## src/rtl/color_sequence_player.sv

```systemverilog
// color_sequence_player
//
// Captures a packed vector of colour codes on a start strobe and plays them
// one slot at a time. Each code is shown as a palette colour for ON_TICKS
// cycles, with OFF_TICKS blank cycles between slots. A fully decoded frame of
// the captured sequence is also held for the display path.
//
// Handshake: start is a request that is accepted only in IDLE, on the rising
// edge where it is high. busy is high for the whole playback (SHOW and GAP).
// done is a one-cycle pulse in the cycle after the last slot ends, or in the
// cycle after a start with len = 0. abort ends playback with no done pulse.
//
// Ports:
//   clk          system clock, all logic on the rising edge
//   reset        synchronous, active-high reset
//   start        request playback (sampled only in IDLE)
//   abort        stop playback at once, no done pulse
//   seq_in       packed codes, slot 0 in the low bits, played first
//   len          number of slots to play, clamped to SLOTS
//   color_out    current colour (registered), BLANK outside show windows
//   color_valid  high while a slot is being shown
//   slot_idx     index of the slot being shown / last shown
//   busy         high in SHOW and GAP
//   done         one-cycle completion pulse
//   frame_out    registered decode of all captured codes
//   state_dbg    current FSM state (0 IDLE, 1 SHOW, 2 GAP)

module color_sequence_player #(
  parameter int SLOTS     = 4,
  parameter int CODE_W    = 2,
  parameter int COLOR_W   = 12,
  parameter logic [(2**CODE_W)*COLOR_W-1:0] PALETTE =
    {12'hFF0, 12'h00F, 12'h0F0, 12'hF00},
  parameter logic [COLOR_W-1:0] BLANK = 12'h000,
  parameter int ON_TICKS  = 3,
  parameter int OFF_TICKS = 2,
  localparam int LEN_W    = $clog2(SLOTS + 1),
  localparam int IDX_W    = (SLOTS > 1) ? $clog2(SLOTS) : 1
) (
  input  logic                     clk,
  input  logic                     reset,
  input  logic                     start,
  input  logic                     abort,
  input  logic [SLOTS*CODE_W-1:0]  seq_in,
  input  logic [LEN_W-1:0]         len,
  output logic [COLOR_W-1:0]       color_out,
  output logic                     color_valid,
  output logic [IDX_W-1:0]         slot_idx,
  output logic                     busy,
  output logic                     done,
  output logic [SLOTS*COLOR_W-1:0] frame_out,
  output logic [1:0]               state_dbg
);

  localparam int CNT_MAX = (ON_TICKS > OFF_TICKS) ? ON_TICKS : OFF_TICKS;
  localparam int CNT_W   = $clog2(CNT_MAX + 1);

  typedef enum logic [1:0] {
    IDLE = 2'd0,
    SHOW = 2'd1,
    GAP  = 2'd2
  } state_t;

  state_t                    state_q, state_n;
  logic [SLOTS*CODE_W-1:0]   seq_q, seq_n;
  logic [LEN_W-1:0]          len_q, len_n;
  logic [IDX_W-1:0]          idx_q, idx_n;
  logic [CNT_W-1:0]          cnt_q, cnt_n;
  logic [COLOR_W-1:0]        color_n;
  logic                      valid_n;
  logic                      busy_n;
  logic                      done_n;
  logic [SLOTS*COLOR_W-1:0]  frame_n;
  logic [CODE_W-1:0]         code_n;

  function automatic logic [COLOR_W-1:0] pal(input logic [CODE_W-1:0] c);
    return PALETTE[int'(c)*COLOR_W +: COLOR_W];
  endfunction

  always_comb begin
    state_n = state_q;
    seq_n   = seq_q;
    len_n   = len_q;
    idx_n   = idx_q;
    cnt_n   = cnt_q;
    done_n  = 1'b0;
    frame_n = frame_out;

    if (abort) begin
      // slot_idx and frame are kept so the display can still show the
      // last position after an abort.
      state_n = IDLE;
      cnt_n   = '0;
    end else begin
      case (state_q)
        IDLE: begin
          if (start) begin
            seq_n = seq_in;
            len_n = (len > LEN_W'(SLOTS)) ? LEN_W'(SLOTS) : len;
            idx_n = '0;
            cnt_n = '0;
            for (int k = 0; k < SLOTS; k++) begin
              frame_n[k*COLOR_W +: COLOR_W] = pal(seq_in[k*CODE_W +: CODE_W]);
            end
            if (len_n != '0) state_n = SHOW;
            else             done_n  = 1'b1;
          end
        end
        SHOW: begin
          if (int'(cnt_q) == ON_TICKS - 1) begin
            cnt_n = '0;
            if (int'(idx_q) == int'(len_q) - 1) begin
              state_n = IDLE;
              done_n  = 1'b1;
            end else if (OFF_TICKS == 0) begin
              idx_n = idx_q + IDX_W'(1);
            end else begin
              state_n = GAP;
            end
          end else begin
            cnt_n = cnt_q + CNT_W'(1);
          end
        end
        GAP: begin
          if (int'(cnt_q) == OFF_TICKS - 1) begin
            state_n = SHOW;
            idx_n   = idx_q + IDX_W'(1);
            cnt_n   = '0;
          end else begin
            cnt_n = cnt_q + CNT_W'(1);
          end
        end
        default: begin
          state_n = IDLE;
          cnt_n   = '0;
        end
      endcase
    end

    // Outputs are computed from the next state so that the registered
    // colour lines up with the state it belongs to (one-cycle latency
    // from start).
    code_n  = seq_n[int'(idx_n)*CODE_W +: CODE_W];
    valid_n = (state_n == SHOW);
    busy_n  = (state_n != IDLE);
    color_n = valid_n ? pal(code_n) : BLANK;
  end

  always_ff @(posedge clk) begin
    if (reset) begin
      state_q     <= IDLE;
      seq_q       <= '0;
      len_q       <= '0;
      idx_q       <= '0;
      cnt_q       <= '0;
      color_out   <= BLANK;
      color_valid <= 1'b0;
      busy        <= 1'b0;
      done        <= 1'b0;
      frame_out   <= '0;
    end else begin
      state_q     <= state_n;
      seq_q       <= seq_n;
      len_q       <= len_n;
      idx_q       <= idx_n;
      cnt_q       <= cnt_n;
      color_out   <= color_n;
      color_valid <= valid_n;
      busy        <= busy_n;
      done        <= done_n;
      frame_out   <= frame_n;
    end
  end

  assign slot_idx  = idx_q;
  assign state_dbg = state_q;

endmodule

```

## config.mk

```make
export PLATFORM = sky130hd
export DESIGN_NAME = color_sequence_player
export DESIGN_NICKNAME = d
export VERILOG_FILES = /design/src/rtl/color_sequence_player.sv
export SDC_FILE = /design/constraint.sdc
export NUM_CORES = 1
export LEC_CHECK = 0
export ABC_AREA = 1
export BUFFER_PORTS_ARGS = -buffer_cell sky130_fd_sc_hd__buf_2
export CELL_PAD_IN_SITES_DETAIL_PLACEMENT = 1
export CELL_PAD_IN_SITES_GLOBAL_PLACEMENT = 1
export CORE_UTILIZATION = 33
export CTS_CLUSTER_SIZE = 16
export DETAILED_ROUTE_END_ITERATION = 8
export GPL_TIMING_DRIVEN = 0
export PLACE_DENSITY = 0.76
export SKIP_CTS_REPAIR_TIMING = 1
export SYNTH_ARGS = -nofsm -noshare
export SYNTH_HDL_FRONTEND = slang
export SYNTH_SLANG_ARGS = --single-unit
```

## constraint.sdc

```tcl
create_clock -name clk -period 2.7 [get_ports clk]
set_clock_uncertainty 0.15 [all_clocks]
set_input_delay 0.54 -clock clk [delete_from_list [all_inputs] [get_ports clk]]
set_output_delay 0.54 -clock clk [all_outputs]
set_load 0.005 [all_outputs]
```

# --- After elaboration in Yosys (flattened, before gate mapping) ---
# Cells that the tools add are included.
op_classes:
  n_addsub: 3
  multipliers: 5
  n_lt_le_gt_ge: 1
  n_eq_ne: 7
  shifts: 6
  muxes: 24
  bitwise_logic: 2
  reduce_logical: 6
op_table:
  columns: ["cell", "count"]
  rows:
  - ["indexed part select 48 x 7 -> 12 bit, first input constant", 5]
  - ["two-way mux 2 bit", 12]
  - ["two-way mux 8 bit", 3]
  - ["multiplier 2 x 2 -> 4 bit, second input constant", 5]
  - ["one-hot mux 2 bit (3 select lines)", 2]
  - ["indexed part select 8 x 4 -> 2 bit", 1]
  - ["== test 2 bit, second input constant", 3]
  - ["adder 2 x 1 -> 2 bit, second input constant", 2]
  - ["== test 2 x 1 -> 1 bit, second input constant", 2]
  - ["== test 3 x 4 -> 1 bit", 1]
  - ["two-way mux 1 bit", 4]
  - ["one-hot mux 2 bit (2 select lines)", 1]
  - ["OR reduction 2 bit", 2]
  - ["subtractor 3 x 1 -> 4 bit, second input constant", 1]
  - ["> comparator 3 bit, second input constant", 1]
  - ["two-way mux 3 bit", 1]
  - ["AND reduction 3 bit", 1]
  - ["nonzero test 3 bit", 1]
  - ["zero test 2 bit", 1]
  - ["inequality test 2 bit, second input constant", 1]
  - ["NOT 1 bit", 2]
  - ["one-hot mux 1 bit (2 select lines)", 1]
  - ["nonzero test 2 bit", 1]
totals:
  reg_bits: 80
  in_bits: 15
  out_inout_bits: 67
  wordCells: 64

# --- Longest topological paths before layout ---
depth:
  word_depth: 10
  mapped_depth: 16
  depth_no_buf: 16

# --- Worst setup path before layout ---
# Ideal clock, no wire load.
synth_timing:
  path_kind: "flip-flop to flip-flop"
  from: "register state_q[1], in the netlist state_dbg[1]"
  to: "register color_out[10]"
  setup_time_ps: 116
  t_arrival_ps: 1729
  required_time_ps: 2434
  setup_slack_ps: 705
  path_stages_with_launch: 15
  path_buffers: 0
  synth_period_minus_slack_ps: 1995
  cell_sequence: "dfxtp_1 > inv_1 > ha_1 > nand2_2 > nor2_4 > or2_2 > o21ai_2 > nand2_1 > nand2_1 > nand2_1 > nand2_1 > inv_1 > ha_1 > inv_1 > nor2_1"
synth_via:
  elab_chain_len: 7
  word_cells_on_any_way: 19
  classes_between: "1 x mul; 3 x eq/ne; 2 x shift; 10 x mux; 1 x bitwise; 2 x reduce/logical"
synth_lines:
  columns: ["item", "line_no", "source"]
  rows:
  - ["from (decl)", "64", "state_t state_q, state_n;"]
  - ["from (signal assigned)", "162", "state_q <= state_n;"]
  - ["branches (longest 7 deep; another with multiplier 2 x 2 -> 4 bit)", null, null]
  - ["to (signal assigned)", "167", "color_out <= color_n;"]
  - ["to (decl)", "46", "output logic [COLOR_W-1:0] color_out,"]
# Several ways; the timed one is not identified.
# A chain may end at the register's enable or synchronous reset.

# --- Worst setup path in the final report ---
# Same ends and word-level chain as after synthesis.

==> flow_metrics.py <==
metrics = {
    "outcome": {
        "outcome": "complete, no violations",
    },
    "power_and_ir_drop": {
        "switching_power_mw": 0.324,
        "p_leak_nw": 1.50,
        "irDropWorstVdd_v": 0.000147,
        "power_frac_clock": 0.318,
        "power.density_nw_per_um2": 444,
        "internal-power_mw": 0.843,
        "switching_share": 0.278,
        "combPwrFrac": 0.204,
        "share_seq_of_total_power": 0.478,
    },
    "clocking": {
        "cts_tree": "yes",
        "clockBufferDepth": 2,
        "root_buffer": "clkbuf_8",
        "path_clk_slew_ns": 0.07,
        "clock_latency_ns": 0.29,
        "cts-buffers-inserted": 5,
        "htree_levels": 2,
        "cts_sinks": 35,
    },
    "setup_path": {
        "end_kind": "flop",
        "cp_cell_sequence": "inv_1 > ha_1 > inv_1 > nand2_1 > nand2_1 > nor2_2 > nand2_2 > nand2_2 > o21ai_1 > nand2_1 > nand2_1 > inv_1 > ha_1 > inv_1 > nor2_1",
        "crit_required_ns": 2.77,
        "crit_type": "reg -> reg",
        "start_kind": "flop",
        "slowest_stage": "dfxtp_1",
        "timing.rr.start": "state_dbg[1]",
        "cp-startpoint": "state_dbg[1]",
        "worstPathArrival_ns": 2.38,
        "cp_max_fo": 6,
        "max_stage_delay_ns": 0.42,
    },
    "cells_and_area": {
        "fillers": 792,
        "stdcell_area_um2": 2630,
        "area_delta_synth_final_pct": 28.3,
        "n_antenna_cell": 0,
        "multi_input_area_um2": 823,
        "nets": 398,
        "drive_gt1_frac": 0.428,
        "fin_cells": 449,
        "regArea_um2": 701,
    },
    "timing": {
        "min_period_ns": 2.31,
        "max-slew-margin-rel": 0.582,
        "finalMaxSlewViolations": 0,
        "rsz0062_at_grt": "false",
        "setup_viol": 0,
        "fin_crit_sh": 0.857,
        "hold_viol": 0,
        "max_freq_mhz": 432,
        "fin_hold_ws_ns": 0.332,
        "setup-tns-final_ns": 0,
        "worst_pin_slew_ns": 0.627,
    },
    "routing": {
        "drtAntennaViolNets": 0,
        "drt_wl_total_mm": 5.25,
        "vias_per_cell": 4.40,
        "drt_pass1_iterations": 4,
        "wl_per_cell_um": 11.7,
        "vias": 1974,
        "drtIter0Drc": 55,
        "drc": 0,
    },
    "min_path": {
        "hold_path.class": "reg -> reg",
        "min-delay-start": "len_q[1]",
    },
    "synthesis": {
        "synthArstFlopShare": 0,
        "syn-cell-area_um2": 2050,
        "synthTopCellsByCount": "47 x nand2_1, 45 x buf_4, 39 x nor2_1",
        "yosysMostFrequentCell": "nand2_1",
        "synth_fp_nets": 310,
        "netlist_top_cells_area": "dfxtp_1 34%, buf_4 16%, nand2_1 8.6%",
        "synth-warning-count": 0,
        "avgSynthCellArea_um2": 7.20,
        "ys_ff_latch": 35,
        "synth-main-ff-cell": "dfxtp_1",
        "synth_cells": 285,
        "ys_seq_area_frac": 0.341,
        "yosysUniqueCellTypes": 24,
        "synth_top_area_share": 0.341,
        "synth-edff-count": 0,
        "yosys.area.top_type": "dfxtp_1",
    },
    "global_route": {
        "grt_pass1_wl_mm": 8.44,
        "antenna_found_initial": 0,
        "grt_pass1_vias": 1910,
        "grt_max_degree": 11,
        "grtUsageTotal": 0.169,
        "grt_overflow": 0,
    },
    "placed_design": {
        "placed_area_um2": 2550,
        "portBuffers": 81,
        "place_hpwl_mm": 4.24,
        "place_congestion": 0.887,
        "dp_cells": 441,
    },
    "floorplan": {
        "core_um2": 5960,
        "die_w_um": 80.9,
        "die_area_um2": 6540,
        "die_h_um": 80.9,
        "num_rows": 28,
        "start_util": 0.345,
        "pin_count": 82,
    },
    "run": {
        "max_cap_violations": 0,
    },
}
## power by group through the flow
stage	clock network, mW	logic, mW	registers, mW
3_3_place_gp	0	0.234	0.569
3_5_place_dp	0	0.243	0.570
2_1_floorplan	0	0.148	0.569
6_report	0.371	0.239	0.558
4_1_cts	0.384	0.244	0.559
5_1_grt	0.408	0.270	0.562
## final cells by class
class / count / area share
inverters: 40 / 0.0570
plain buffers: 51 / 0.144
repair buffers: 81 / 0.154
clock inverters: 1 / 0.00190
flip-flops and latches: 35 / 0.266
clock buffers: 7 / 0.0290
well taps: 75 / 0.0356
multi-input cells: 159 / 0.313
## placed cells by master (no fill, tap or decap)
| cell type | instances |
|---|---|
| buf_2 | 83 |
| nand2_1 | 47 |
| buf_4 | 45 |
| nor2_1 | 39 |
| inv_1 | 36 |
| dfxtp_1 | 35 |
| o21ai_0 | 13 |
| a21oi_1 | 13 |
| nand3_1 | 10 |
| ha_1 | 10 |
| nand2_2 | 6 |
| o21ai_2 | 5 |
| clkbuf_8 | 5 |
| inv_2 | 4 |
| clkbuf_1 | 4 |
| nor2_2 | 3 |
| o21ai_1 | 3 |
| buf_6 | 2 |
| or2_2 | 2 |
| a21oi_2 | 2 |
| o22ai_1 | 2 |
| nor2_4 | 1 |
| a211oi_1 | 1 |
| nand2_4 | 1 |
| o21bai_1 | 1 |
| clkinv_2 | 1 |
## worst paths after layout
check,endpoint,slack (ns),depth (start not counted)
setup reg to reg,color_out[10],0.39,15
hold / removal,len_q[1],0.33,2
hold reg to reg,len_q[1],0.33,2
setup / recovery,color_out[10],0.39,15
## critical path: cells and delay by family, from the launching register on
kind                     cells  cell delay (ns)
flip-flops                   1             0.42
AO/OA/AOI/OAI                1             0.19
AND/OR/NAND/NOR              8             0.70
buffers and inverters        4             0.30
adder cells (fa/ha/maj)      2             0.50
## sequential cells by signal, indices dropped and copies added, names as in the netlist
register / count
len_q: 3
slot_idx: 2
state_dbg: 2
done: 1
busy: 1
seq_q: 8
color_out: 3
frame_out: 12
color_valid: 1
cnt_q: 2
## metrics by stage
stage	power, mW	setup WS [ns]	utilization
floorplan	0.717	0.705	-
CTS	1.19	0.389	0.442
global route	1.24	0.195	0.442
finish	1.17	0.387	0.442
global placement	0.802	0.508	0.428
detailed placement	0.813	0.401	0.428
## cells by family (layout without fill, tap and decap cells)
logic type,Yosys count,after routing,share of synthesized area
AOI/OAI and AO/OA,40,40,0.114
adders and majority gates,10,10,0.0610
buffers and inverters,91,180,0.257
DFF,35,35,0.341
and+or+nand+nor,109,109,0.226
## per-layer routing
metal	global-route usage	share of wire
met1	0.175	0.42
met2	0.321	0.51
met3	0.0371	0.048
met4	0.0786	0.025
met5	0	0
Power figures use the tool's default switching activity.
